<file path="src/rtl/bus_command_pkg.sv">
// Shared command encoding and ASCII op-code decode for the bus command receiver.
package bus_command_pkg;

  typedef enum logic [3:0] {
    DATA_READ        = 4'd0,
    DATA_WRITE       = 4'd1,
    INST_READ        = 4'd2,
    SNOOP_INVALIDATE = 4'd3,
    SNOOP_READ       = 4'd4,
    SNOOP_WRITE      = 4'd5,
    SNOOP_RWITM      = 4'd6,
    CLEAR            = 4'd8,
    PRINT            = 4'd9
  } cmd_t;

  localparam int CMD_W = 4;

  localparam logic [15:0] OP_DR = "DR";
  localparam logic [15:0] OP_DW = "DW";
  localparam logic [15:0] OP_IR = "IR";
  localparam logic [15:0] OP_CL = "CL";
  localparam logic [15:0] OP_PR = "PR";
  localparam logic [15:0] OP_PS = "PS";

  localparam logic [7:0] OP_I = "I";
  localparam logic [7:0] OP_R = "R";
  localparam logic [7:0] OP_W = "W";
  localparam logic [7:0] OP_M = "M";

  typedef struct packed {
    logic legal;
    logic stats;
    cmd_t cmd;
  } l1_dec_t;

  typedef struct packed {
    logic legal;
    cmd_t cmd;
  } sh_dec_t;

  function automatic l1_dec_t decode_l1(input logic [15:0] op);
    l1_dec_t d;
    d.legal = 1'b1;
    d.stats = 1'b0;
    d.cmd   = DATA_READ;
    case (op)
      OP_DR:   d.cmd = DATA_READ;
      OP_DW:   d.cmd = DATA_WRITE;
      OP_IR:   d.cmd = INST_READ;
      OP_CL:   d.cmd = CLEAR;
      OP_PR:   d.cmd = PRINT;
      OP_PS:   d.stats = 1'b1;
      default: d.legal = 1'b0;
    endcase
    return d;
  endfunction

  function automatic sh_dec_t decode_shared(input logic [7:0] op);
    sh_dec_t d;
    d.legal = 1'b1;
    d.cmd   = SNOOP_INVALIDATE;
    case (op)
      OP_I:    d.cmd = SNOOP_INVALIDATE;
      OP_R:    d.cmd = SNOOP_READ;
      OP_W:    d.cmd = SNOOP_WRITE;
      OP_M:    d.cmd = SNOOP_RWITM;
      default: d.legal = 1'b0;
    endcase
    return d;
  endfunction

endpackage

</file>
<file path="src/rtl/command_fifo.sv">
// Command queue with two ordered write ports (a before b) and a registered head
// that keeps its last value when the queue runs empty.
module command_fifo #(
  parameter int DEPTH = 4,
  parameter int WIDTH = 36
) (
  input  logic                       clock,
  input  logic                       reset,
  input  logic                       push_a,
  input  logic [WIDTH-1:0]           data_a,
  input  logic                       push_b,
  input  logic [WIDTH-1:0]           data_b,
  input  logic                       pop,
  output logic [WIDTH-1:0]           head,
  output logic                       head_valid,
  output logic [$clog2(DEPTH+1)-1:0] count
);

  localparam int PW = $clog2(DEPTH);
  localparam int CW = $clog2(DEPTH+1);

  logic [WIDTH-1:0] mem_q [DEPTH];
  logic [WIDTH-1:0] mem_d [DEPTH];
  logic [PW-1:0]    wr_ptr_q, wr_ptr_d, rd_ptr_q, rd_ptr_d;
  logic [CW-1:0]    count_q, count_d;
  logic [WIDTH-1:0] head_q, head_d;
  logic             head_valid_q, head_valid_d;

  always_comb begin
    mem_d    = mem_q;
    wr_ptr_d = wr_ptr_q;
    rd_ptr_d = rd_ptr_q;
    count_d  = count_q;
    if (push_a) begin
      mem_d[wr_ptr_d] = data_a;
      wr_ptr_d        = wr_ptr_d + 1'b1;
      count_d         = count_d + 1'b1;
    end
    if (push_b) begin
      mem_d[wr_ptr_d] = data_b;
      wr_ptr_d        = wr_ptr_d + 1'b1;
      count_d         = count_d + 1'b1;
    end
    if (pop && count_q != '0) begin
      rd_ptr_d = rd_ptr_q + 1'b1;
      count_d  = count_d - 1'b1;
    end
    // Head is precomputed from next-state so a new entry shows one cycle after its push.
    head_valid_d = (count_d != '0);
    head_d       = head_valid_d ? mem_d[rd_ptr_d] : head_q;
  end

  always_ff @(posedge clock or posedge reset) begin
    if (reset) begin
      mem_q        <= '{default: '0};
      wr_ptr_q     <= '0;
      rd_ptr_q     <= '0;
      count_q      <= '0;
      head_q       <= '0;
      head_valid_q <= 1'b0;
    end else begin
      mem_q        <= mem_d;
      wr_ptr_q     <= wr_ptr_d;
      rd_ptr_q     <= rd_ptr_d;
      count_q      <= count_d;
      head_q       <= head_d;
      head_valid_q <= head_valid_d;
    end
  end

  assign head       = head_q;
  assign head_valid = head_valid_q;
  assign count      = count_q;

endmodule

</file>
<file path="src/rtl/bus_command_receiver.sv">
// Receives L1 and snoop commands, queues them for the L2 controller and keeps
// saturating per-class statistics published on a print-stats request.
module bus_command_receiver
  import bus_command_pkg::*;
#(
  parameter int addressSize  = 32,
  parameter int fifoDepth    = 4,
  parameter int counterWidth = 32
) (
  input  logic                    clock,
  input  logic                    reset,
  input  logic [addressSize-1:0]  L1BusIn,
  input  logic [15:0]             L1OperationBusIn,
  input  logic                    l1Valid,
  output logic                    l1Ready,
  input  logic [addressSize-1:0]  sharedBusIn,
  input  logic [7:0]              sharedOperationBusIn,
  input  logic                    sharedValid,
  output logic                    sharedReady,
  output logic                    cmdValid,
  input  logic                    cmdReady,
  output logic [3:0]              cmdType,
  output logic [addressSize-1:0]  cmdAddress,
  output logic [counterWidth-1:0] readCount,
  output logic [counterWidth-1:0] writeCount,
  output logic [counterWidth-1:0] snoopCount,
  output logic [counterWidth-1:0] errorCount,
  output logic                    decodeError,
  output logic                    statsValid
);

  localparam int CNT_W   = $clog2(fifoDepth+1);
  localparam int ENTRY_W = CMD_W + addressSize;

  logic [CNT_W-1:0]   count;
  logic [ENTRY_W-1:0] head;
  logic               head_valid;
  l1_dec_t            l1_dec;
  sh_dec_t            sh_dec;
  logic               l1_acc, sh_acc, l1_push, sh_push, clear;
  logic               rd_inc, wr_inc, sn_inc;
  logic [1:0]         err_inc;

  logic [counterWidth-1:0] read_cnt_q, read_cnt_d, write_cnt_q, write_cnt_d;
  logic [counterWidth-1:0] snoop_cnt_q, snoop_cnt_d, error_cnt_q, error_cnt_d;
  logic                    decode_error_q, decode_error_d;
  logic                    stats_valid_q, stats_valid_d;

  function automatic logic [counterWidth-1:0] sat_add(input logic [counterWidth-1:0] c,
                                                       input logic [1:0] inc);
    logic [counterWidth:0] s;
    s = {1'b0, c} + {{(counterWidth-1){1'b0}}, inc};
    return s[counterWidth] ? '1 : s[counterWidth-1:0];
  endfunction

  always_comb begin
    l1_dec = decode_l1(L1OperationBusIn);
    sh_dec = decode_shared(sharedOperationBusIn);
  end

  // L1 leaves a slot free for a concurrent snoop; a same-cycle pop never counts.
  assign sharedReady = (count <= CNT_W'(fifoDepth - 1));
  assign l1Ready     = sharedValid ? (count <= CNT_W'(fifoDepth - 2)) : sharedReady;

  assign l1_acc  = l1Valid && l1Ready;
  assign sh_acc  = sharedValid && sharedReady;
  assign l1_push = l1_acc && l1_dec.legal && !l1_dec.stats;
  assign sh_push = sh_acc && sh_dec.legal;
  assign clear   = l1_push && (l1_dec.cmd == CLEAR);
  assign rd_inc  = l1_push && (l1_dec.cmd == DATA_READ || l1_dec.cmd == INST_READ);
  assign wr_inc  = l1_push && (l1_dec.cmd == DATA_WRITE);
  assign sn_inc  = sh_push;
  assign err_inc = {1'b0, l1_acc && !l1_dec.legal} + {1'b0, sh_acc && !sh_dec.legal};

  command_fifo #(.DEPTH(fifoDepth), .WIDTH(ENTRY_W)) u_fifo (
    .clock      (clock),
    .reset      (reset),
    .push_a     (sh_push),
    .data_a     ({sh_dec.cmd, sharedBusIn}),
    .push_b     (l1_push),
    .data_b     ({l1_dec.cmd, L1BusIn}),
    .pop        (head_valid && cmdReady),
    .head       (head),
    .head_valid (head_valid),
    .count      (count)
  );

  always_comb begin
    read_cnt_d     = read_cnt_q;
    write_cnt_d    = write_cnt_q;
    snoop_cnt_d    = snoop_cnt_q;
    error_cnt_d    = error_cnt_q;
    decode_error_d = decode_error_q;
    stats_valid_d  = l1_acc && l1_dec.legal && l1_dec.stats;
    // Statistics are frozen while being published; otherwise clear beats any event.
    if (!stats_valid_q) begin
      if (clear) begin
        read_cnt_d     = '0;
        write_cnt_d    = '0;
        snoop_cnt_d    = '0;
        error_cnt_d    = '0;
        decode_error_d = 1'b0;
      end else begin
        read_cnt_d     = sat_add(read_cnt_q, {1'b0, rd_inc});
        write_cnt_d    = sat_add(write_cnt_q, {1'b0, wr_inc});
        snoop_cnt_d    = sat_add(snoop_cnt_q, {1'b0, sn_inc});
        error_cnt_d    = sat_add(error_cnt_q, err_inc);
        decode_error_d = decode_error_q || (err_inc != 2'd0);
      end
    end
  end

  always_ff @(posedge clock or posedge reset) begin
    if (reset) begin
      read_cnt_q     <= '0;
      write_cnt_q    <= '0;
      snoop_cnt_q    <= '0;
      error_cnt_q    <= '0;
      decode_error_q <= 1'b0;
      stats_valid_q  <= 1'b0;
    end else begin
      read_cnt_q     <= read_cnt_d;
      write_cnt_q    <= write_cnt_d;
      snoop_cnt_q    <= snoop_cnt_d;
      error_cnt_q    <= error_cnt_d;
      decode_error_q <= decode_error_d;
      stats_valid_q  <= stats_valid_d;
    end
  end

  assign cmdValid    = head_valid;
  assign cmdType     = head[ENTRY_W-1 -: CMD_W];
  assign cmdAddress  = head[addressSize-1:0];
  assign readCount   = read_cnt_q;
  assign writeCount  = write_cnt_q;
  assign snoopCount  = snoop_cnt_q;
  assign errorCount  = error_cnt_q;
  assign decodeError = decode_error_q;
  assign statsValid  = stats_valid_q;

endmodule

</file>
<file path="config.mk">
export PLATFORM = sky130hd
export DESIGN_NAME = bus_command_receiver
export DESIGN_NICKNAME = d
export VERILOG_FILES = /design/src/rtl/bus_command_pkg.sv /design/src/rtl/command_fifo.sv /design/src/rtl/bus_command_receiver.sv
export SDC_FILE = /design/constraint.sdc
export NUM_CORES = 1
export LEC_CHECK = 0
export ABC_AREA = 1
export BUFFER_PORTS_ARGS = -buffer_cell sky130_fd_sc_hd__buf_2
export CORE_MARGIN = 2
export CORE_UTILIZATION = 30
export CTS_CLUSTER_SIZE = 16
export DETAILED_ROUTE_END_ITERATION = 12
export GPL_ROUTABILITY_DRIVEN = 0
export PLACE_DENSITY_LB_ADDON = 0.2
export SLEW_MARGIN = 15
export SYNTH_ARGS = -nofsm -noshare
export SYNTH_HDL_FRONTEND = slang
export SYNTH_SLANG_ARGS = --single-unit
</file>
<file path="constraint.sdc">
create_clock -name clock -period 14 [get_ports clock]
set_input_delay 1.4 -clock clock [delete_from_list [all_inputs] [get_ports clock]]
set_output_delay 1.4 -clock clock [all_outputs]
set_load 0.02 [all_outputs]
</file>
# Word level (Yosys, flattened, before mapping)
# Cells that the tools add are included.
# totals
reg_bits,318
latchBits,0
mem_bits_rw,0
rom_bits,0
input_bits,93
word_cells,107
n_memories,0
# classes
n_addsub,11
n_mul,0
n_div,0
order_cmp,7
n_eq_ne,13
shifts,0
muxes,32
bitwise,3
n_reduce_logical,26
# ops
op,n
144-bit bitwise mux,2
144-bit two-way mux,2
32-bit two-way mux,8
36-bit demux with 2-bit select,2
36-bit two-way mux,4
32-bit by 1-bit adder with 33-bit output,3
16-bit by 15-bit == test with 1-bit output (second input constant),6
36-bit binary-select mux with 2-bit select,1
32-bit by 2-bit adder with 33-bit output,1
8-bit by 7-bit == test with 1-bit output (second input constant),4
4-bit case mux with 4 select lines,1
1-bit logical AND,15
3-bit >= comparator (second input constant),3
3-bit two-way mux,3
2-bit inverter with 3-bit output,3
3-bit case mux with 3 select lines,1
2-bit by 1-bit adder with 2-bit output (second input constant),3
3-bit by 1-bit adder with 3-bit output (second input constant),2
3-bit by 2-bit less-or-equal comparator with 1-bit output (second input constant),2
3-bit by 1-bit < comparator with 1-bit output (second input constant),2
2-bit two-way mux,3
3-bit nonzero test,2
6-bit OR reduction,1
1-bit two-way mux,5
other kinds (10),13

# Logic depth before layout (Yosys ltp)
# depth
word_depth,15
depth_mapped,27
mapped_depth_nobuf,26

# By module
# A second synthesis with hierarchy kept.
# hier_totals
cells_unflattened,3076
hier_area_um2,20542.2
# by_module_without_submodules
mod,n_inst,cells_per_inst,area_each_um2
command_fifo,1,1504,10810.4
bus_command_receiver,1,1572,9731.8

# Worst setup path after synthesis
# No wires, ideal clock.
# synth_path
kind,input port to flip-flop
start,input port L1OperationBusIn[8]
end,register error_cnt_q[30] (netlist: errorCount[30])
setup_time_ps,123
arrival_time_ps,4604
required_time_ps,13877
slack_ps,9272
path_stages,24
path_buffers,0
path_cell_list,nor2_1 nand2_1 nor2_1 nand2_2 nand2_1 nor2_1 nand2_1 nor2_1 ha_1 ha_1 inv_1 fa_1 nor2_2 nand2_1 nor2_1 nand3_1 nor2_2 nand2_1 nor2_1 nand2_1 nor2_1 xor2_1 o21ai_0 nand2_1
# synth_between
elab_chain_len,9
elab_cells_between_ends,21
classes_between,add/sub: 2; eq/ne: 7; mux: 5; reduce/logical: 7
# synth_lines
element,line_no,source
start: declaration,bus_command_receiver.sv:13,"input logic [15:0] L1OperationBusIn,"
16-bit by 15-bit == test with 1-bit output,bus_command_pkg.sv:46,case (op)
6-bit OR reduction (no line),--,
1-bit two-way mux,bus_command_pkg.sv:46,
1-bit logical NOT,bus_command_receiver.sv:73,"assign err_inc = {1'b0, l1_acc && !l1_dec.legal} + {1'b0, sh_acc && !sh_dec.legal};"
1-bit logical AND,bus_command_receiver.sv:73,
1-bit by 1-bit adder with 2-bit output,bus_command_receiver.sv:73,
32-bit by 2-bit adder with 33-bit output,bus_command_receiver.sv:52,"s = {1'b0, c} + {{(counterWidth-1){1'b0}}, inc};"
32-bit two-way mux,bus_command_receiver.sv:53,return s[counterWidth] ? '1 : s[counterWidth-1:0];
32-bit two-way mux *,bus_command_receiver.sv:97,if (clear) begin
end signal: assignment,bus_command_receiver.sv:125,error_cnt_q <= error_cnt_d;
end: declaration,bus_command_receiver.sv:45,"logic [counterWidth-1:0] snoop_cnt_q, snoop_cnt_d, error_cnt_q, error_cnt_d;"
# Every way passes the cells marked *; elsewhere a longest branch is shown, timed or not.
# A chain may end at the register's enable or synchronous reset.

# Worst setup path after layout
# layout_path
start,input port L1OperationBusIn[11]
end,register write_cnt_q[10] (netlist: writeCount[10])
# layout_between
elab_chain_len,9
elab_cells_between_ends,20
classes_between,add/sub: 1; eq/ne: 8; mux: 5; reduce/logical: 6
# layout_lines
element,line_no,source
16-bit by 15-bit == test with 1-bit output,bus_command_pkg.sv:46,
6-bit OR reduction (no line),--,
1-bit two-way mux,bus_command_pkg.sv:46,
1-bit logical AND (2 in series),bus_command_receiver.sv:67,assign l1_push = l1_acc && l1_dec.legal && !l1_dec.stats;
1-bit logical AND,bus_command_receiver.sv:71,assign wr_inc = l1_push && (l1_dec.cmd == DATA_WRITE);
32-bit by 1-bit adder with 33-bit output,bus_command_receiver.sv:52,
32-bit two-way mux,bus_command_receiver.sv:53,
32-bit two-way mux *,bus_command_receiver.sv:97,
end signal: assignment,bus_command_receiver.sv:123,write_cnt_q <= write_cnt_d;
end: declaration,bus_command_receiver.sv:44,"logic [counterWidth-1:0] read_cnt_q, read_cnt_d, write_cnt_q, write_cnt_d;"
# Marked as above.

==> run metrics <==
vias per inst between 5 and 6; Hold WS approximately 0.5 ns; origin of the critical flop-to-flop path u_fifo.count[1]; CP Capture Type flop; Reg2Reg Setup Slack approximately 9 ns; Syn Std Cell Area approximately 20000 um2; wire per inst 18.5 um; average cell area after synthesis 6.89 um2; Die Y about 260 um; CTS tree yes; Initial Utilization 30.3%; ANT nets after route 0; core area approximately 66000 um2; combinational power share approximately two fifths; area of the die approximately 68000 um2; Power Total roughly 3.9 mW; fin nets 3176; Post-Route Setup TNS 0 ns; Max Clk Rate around 180 MHz; skew final 0.0258 ns; placed cell area roughly 22000 um2; cts hold-fix bufs 0; Gate Count Post-Synth ~2900; Layout area overhead 16.9%; fin crit period around 5.5 ns; CP arrival 5.99 ns; clock share of power 28.8%; clk slew on worst S/H paths about 0.06 ns; Rel. slew slack a little over a fifth; Synth area leader dfrtp_1; critical path class in2reg; first-pass GRT wire length around 110 mm; worst skew pair latency 0.58 ns; vias in the first global route between 15000 and 20000; most common cell after layout, fill and taps aside nand2_1; CP startpoint kind primary input; Clock Sinks 318; # port buffers about 260; Critical Path Fanout Max 56; CTS root buf clkbuf_16; worst IR drop on VDD 0.170 mV; Synth area leaders dfrtp_1, nand2_1, nand3_1; final core occ 35.4%; status complete, no violations; Post-synth EDFFs 0; worst hold path type reg2reg; Pre-antenna DRT Iters 5; final setup fails 0; Setup crit end writeCount[10]; Worst Max-Slew Pin Slew roughly 1.2 ns; top cell type's share of synthesized area 40.0%; I/O pin cnt 262; pin count of the biggest net entering global routing about 170; Leak between 10 and 15 nW; # DRC 0; crit share post-route about two fifths; syn nets ~3000; CTS max path bufs 3; number of library cell types mapped by synthesis roughly 40; GRT Total Usage between 20% and 30%; Die W 262 um; part of the power in registers 30.3%; max cap viols 0; Most used DFF post-synth dfrtp_1; H-Tree Depth 2; slowest stage delay, CP 0.85 ns; ratio of cells with drive above 1 in the final layout a little over an eighth; commonest non-fill, non-tap cells in the layout nand2_1, nand3_1, dfrtp_1, buf_2, inv_1; Slew Viols, Final 0; Row Count 94; Seq/Total Area, Yosys 40.0%; cts bufs inserted 42; critical path cell sequence buf_2 > nor2_1 > nand2_1 > nor2_1 > nand2_4 > nand2_1 > nor2_1 > nand2_2 > nand2_1 > nor3_1 > ha_1 > nand2_1 > nor3_1 > nand4_1 > nor3_4 > inv_1 > o21ai_0 > nand2_1 > o21ai_0; CTS resizes 0; Warnings, synthesis 0; length in cells of the worst reg-to-reg path 17; crit-path most repeated cell nand2_1; final hold vios 0; Async SR Flop Fraction between 90% and 100%; reg2reg end u_fifo.head[12]; sw frac between 40 and 50%; worst-path cell with the longest stage delay nor3_4; total congestion overflow 0; postcts setup bufs 0; Initial DRC Count roughly 1700; RSZ-0062 raised after global routing false; via count around 20000; Setup crit start L1OperationBusIn[11]; DPL Wire Length 46.9 mm; Pwr Density between 150 and 200 nW/um2; Critical Path RT between 10 and 15 ns; initial antenna violation count 9; Post-Route WL 73.1 mm; number of synthesized register bits 318; final design area excluding fillers 23300 um2; P_int around 2.2 mW; NetSw approximately 1.7 mW
worst min-delay path by stage:
stage | from | end | slack, ns | depth (start not counted)
global placement | u_fifo.head[30] | u_fifo.head[30] | 0.49 | 2
global route | u_fifo.head[21] | u_fifo.head[21] | 0.52 | 2
floorplan | u_fifo.mem_q[71] | u_fifo.mem_q[71] | 0.50 | 2
detailed placement | u_fifo.head[24] | u_fifo.head[24] | 0.49 | 2
finish | u_fifo.head[31] | u_fifo.head[31] | 0.50 | 2
CTS | u_fifo.head[35] | u_fifo.head[35] | 0.50 | 2
state kept, by name, summed over array words and instances, names as in the netlist, 2 cells and up:
name	flops
u_fifo.mem_q	144
u_fifo.head	36
errorCount	32
readCount	32
snoopCount	32
writeCount	32
u_fifo.count	3
u_fifo.rd_ptr_q	2
u_fifo.wr_ptr_q	2
per-stage QoR:
step / instances / worst slack (ns)
after CTS: 3954 / 8.56
after global routing: 3955 / 7.86
after detailed placement: 3878 / 7.96
after global placement: 3878 / 7.95
final: 3955 / 8.49
after floorplan: 2889 / 3.80
final cells by class:
cell class / count / area, um2
inverters: 257 / 973
well taps: 864 / 1080
repair buffers: 283 / 1480
flip-flops and latches: 318 / 7960
clock buffers: 60 / 1230
diodes: 1 / 2.50
multi-input cells: 2156 / 10400
clock inverters: 16 / 180
fillers: 7040 / 42500
power groups by stage:
stage / logic [mW] / registers, mW / clock network, mW
detailed placement: 1.58 / 1.18 / 0
CTS: 1.59 / 1.17 / 1.14
global placement: 1.59 / 1.18 / 0
global route: 1.77 / 1.19 / 1.18
finish: 1.58 / 1.17 / 1.11
floorplan: 0.970 / 1.26 / 0
worst max-delay path: cells and delay by family:
kind	cells	cell delay (ns)
and+or+nand+nor	14	3.52
adders and majority gates	1	0.27
buffers and inverters	2	0.48
AOI/OAI and AO/OA	2	0.27
cell usage after synthesis, types with 2 or more instances:
master    instances
a21oi_1          44
a22o_1            2
a31oi_1           5
buf_1             6
buf_2            30
buf_4            15
buf_6             2
clkbuf_1        105
dfrtp_1         318
ha_1             24
inv_1           250
inv_2             7
nand2_1         911
nand2_2           8
nand3_1         383
nand3b_1          3
nand4_1         165
nand4_2           4
nor2_1          156
nor2_2            7
nor3_1           74
nor4_1           28
o211ai_1          2
o21ai_0         220
o21ai_1           8
o22ai_1          40
o31ai_1           8
or2_2             9
xnor2_1           2
xor2_1           42
layer usage:
metal / vias up / wire length, um / GRT usage [%]
li1: 9987 / - / -
met2: 625 / 33800 / 34.5
met1: 9619 / 32500 / 28.5
met4: 8 / 2000 / 6.41
met3: 108 / 4760 / 3.68
met5: - / 54 / 0
cell families (layout without fill, tap and decap cells):
group / after synthesis / after routing / share of synthesized area (%)
and+or+nand+nor: 1754 / 1754 / 39.2
AOI/OAI and AO/OA: 333 / 333 / 8.92
xor gates and xnor gates: 44 / 44 / 1.94
buffers and inverters: 415 / 616 / 8.37
adders and majority gates: 25 / 25 / 1.61
DFF: 318 / 318 / 40.0
other: 0 / 1 / 0
Note: power is estimated with default switching activity, not from simulation.
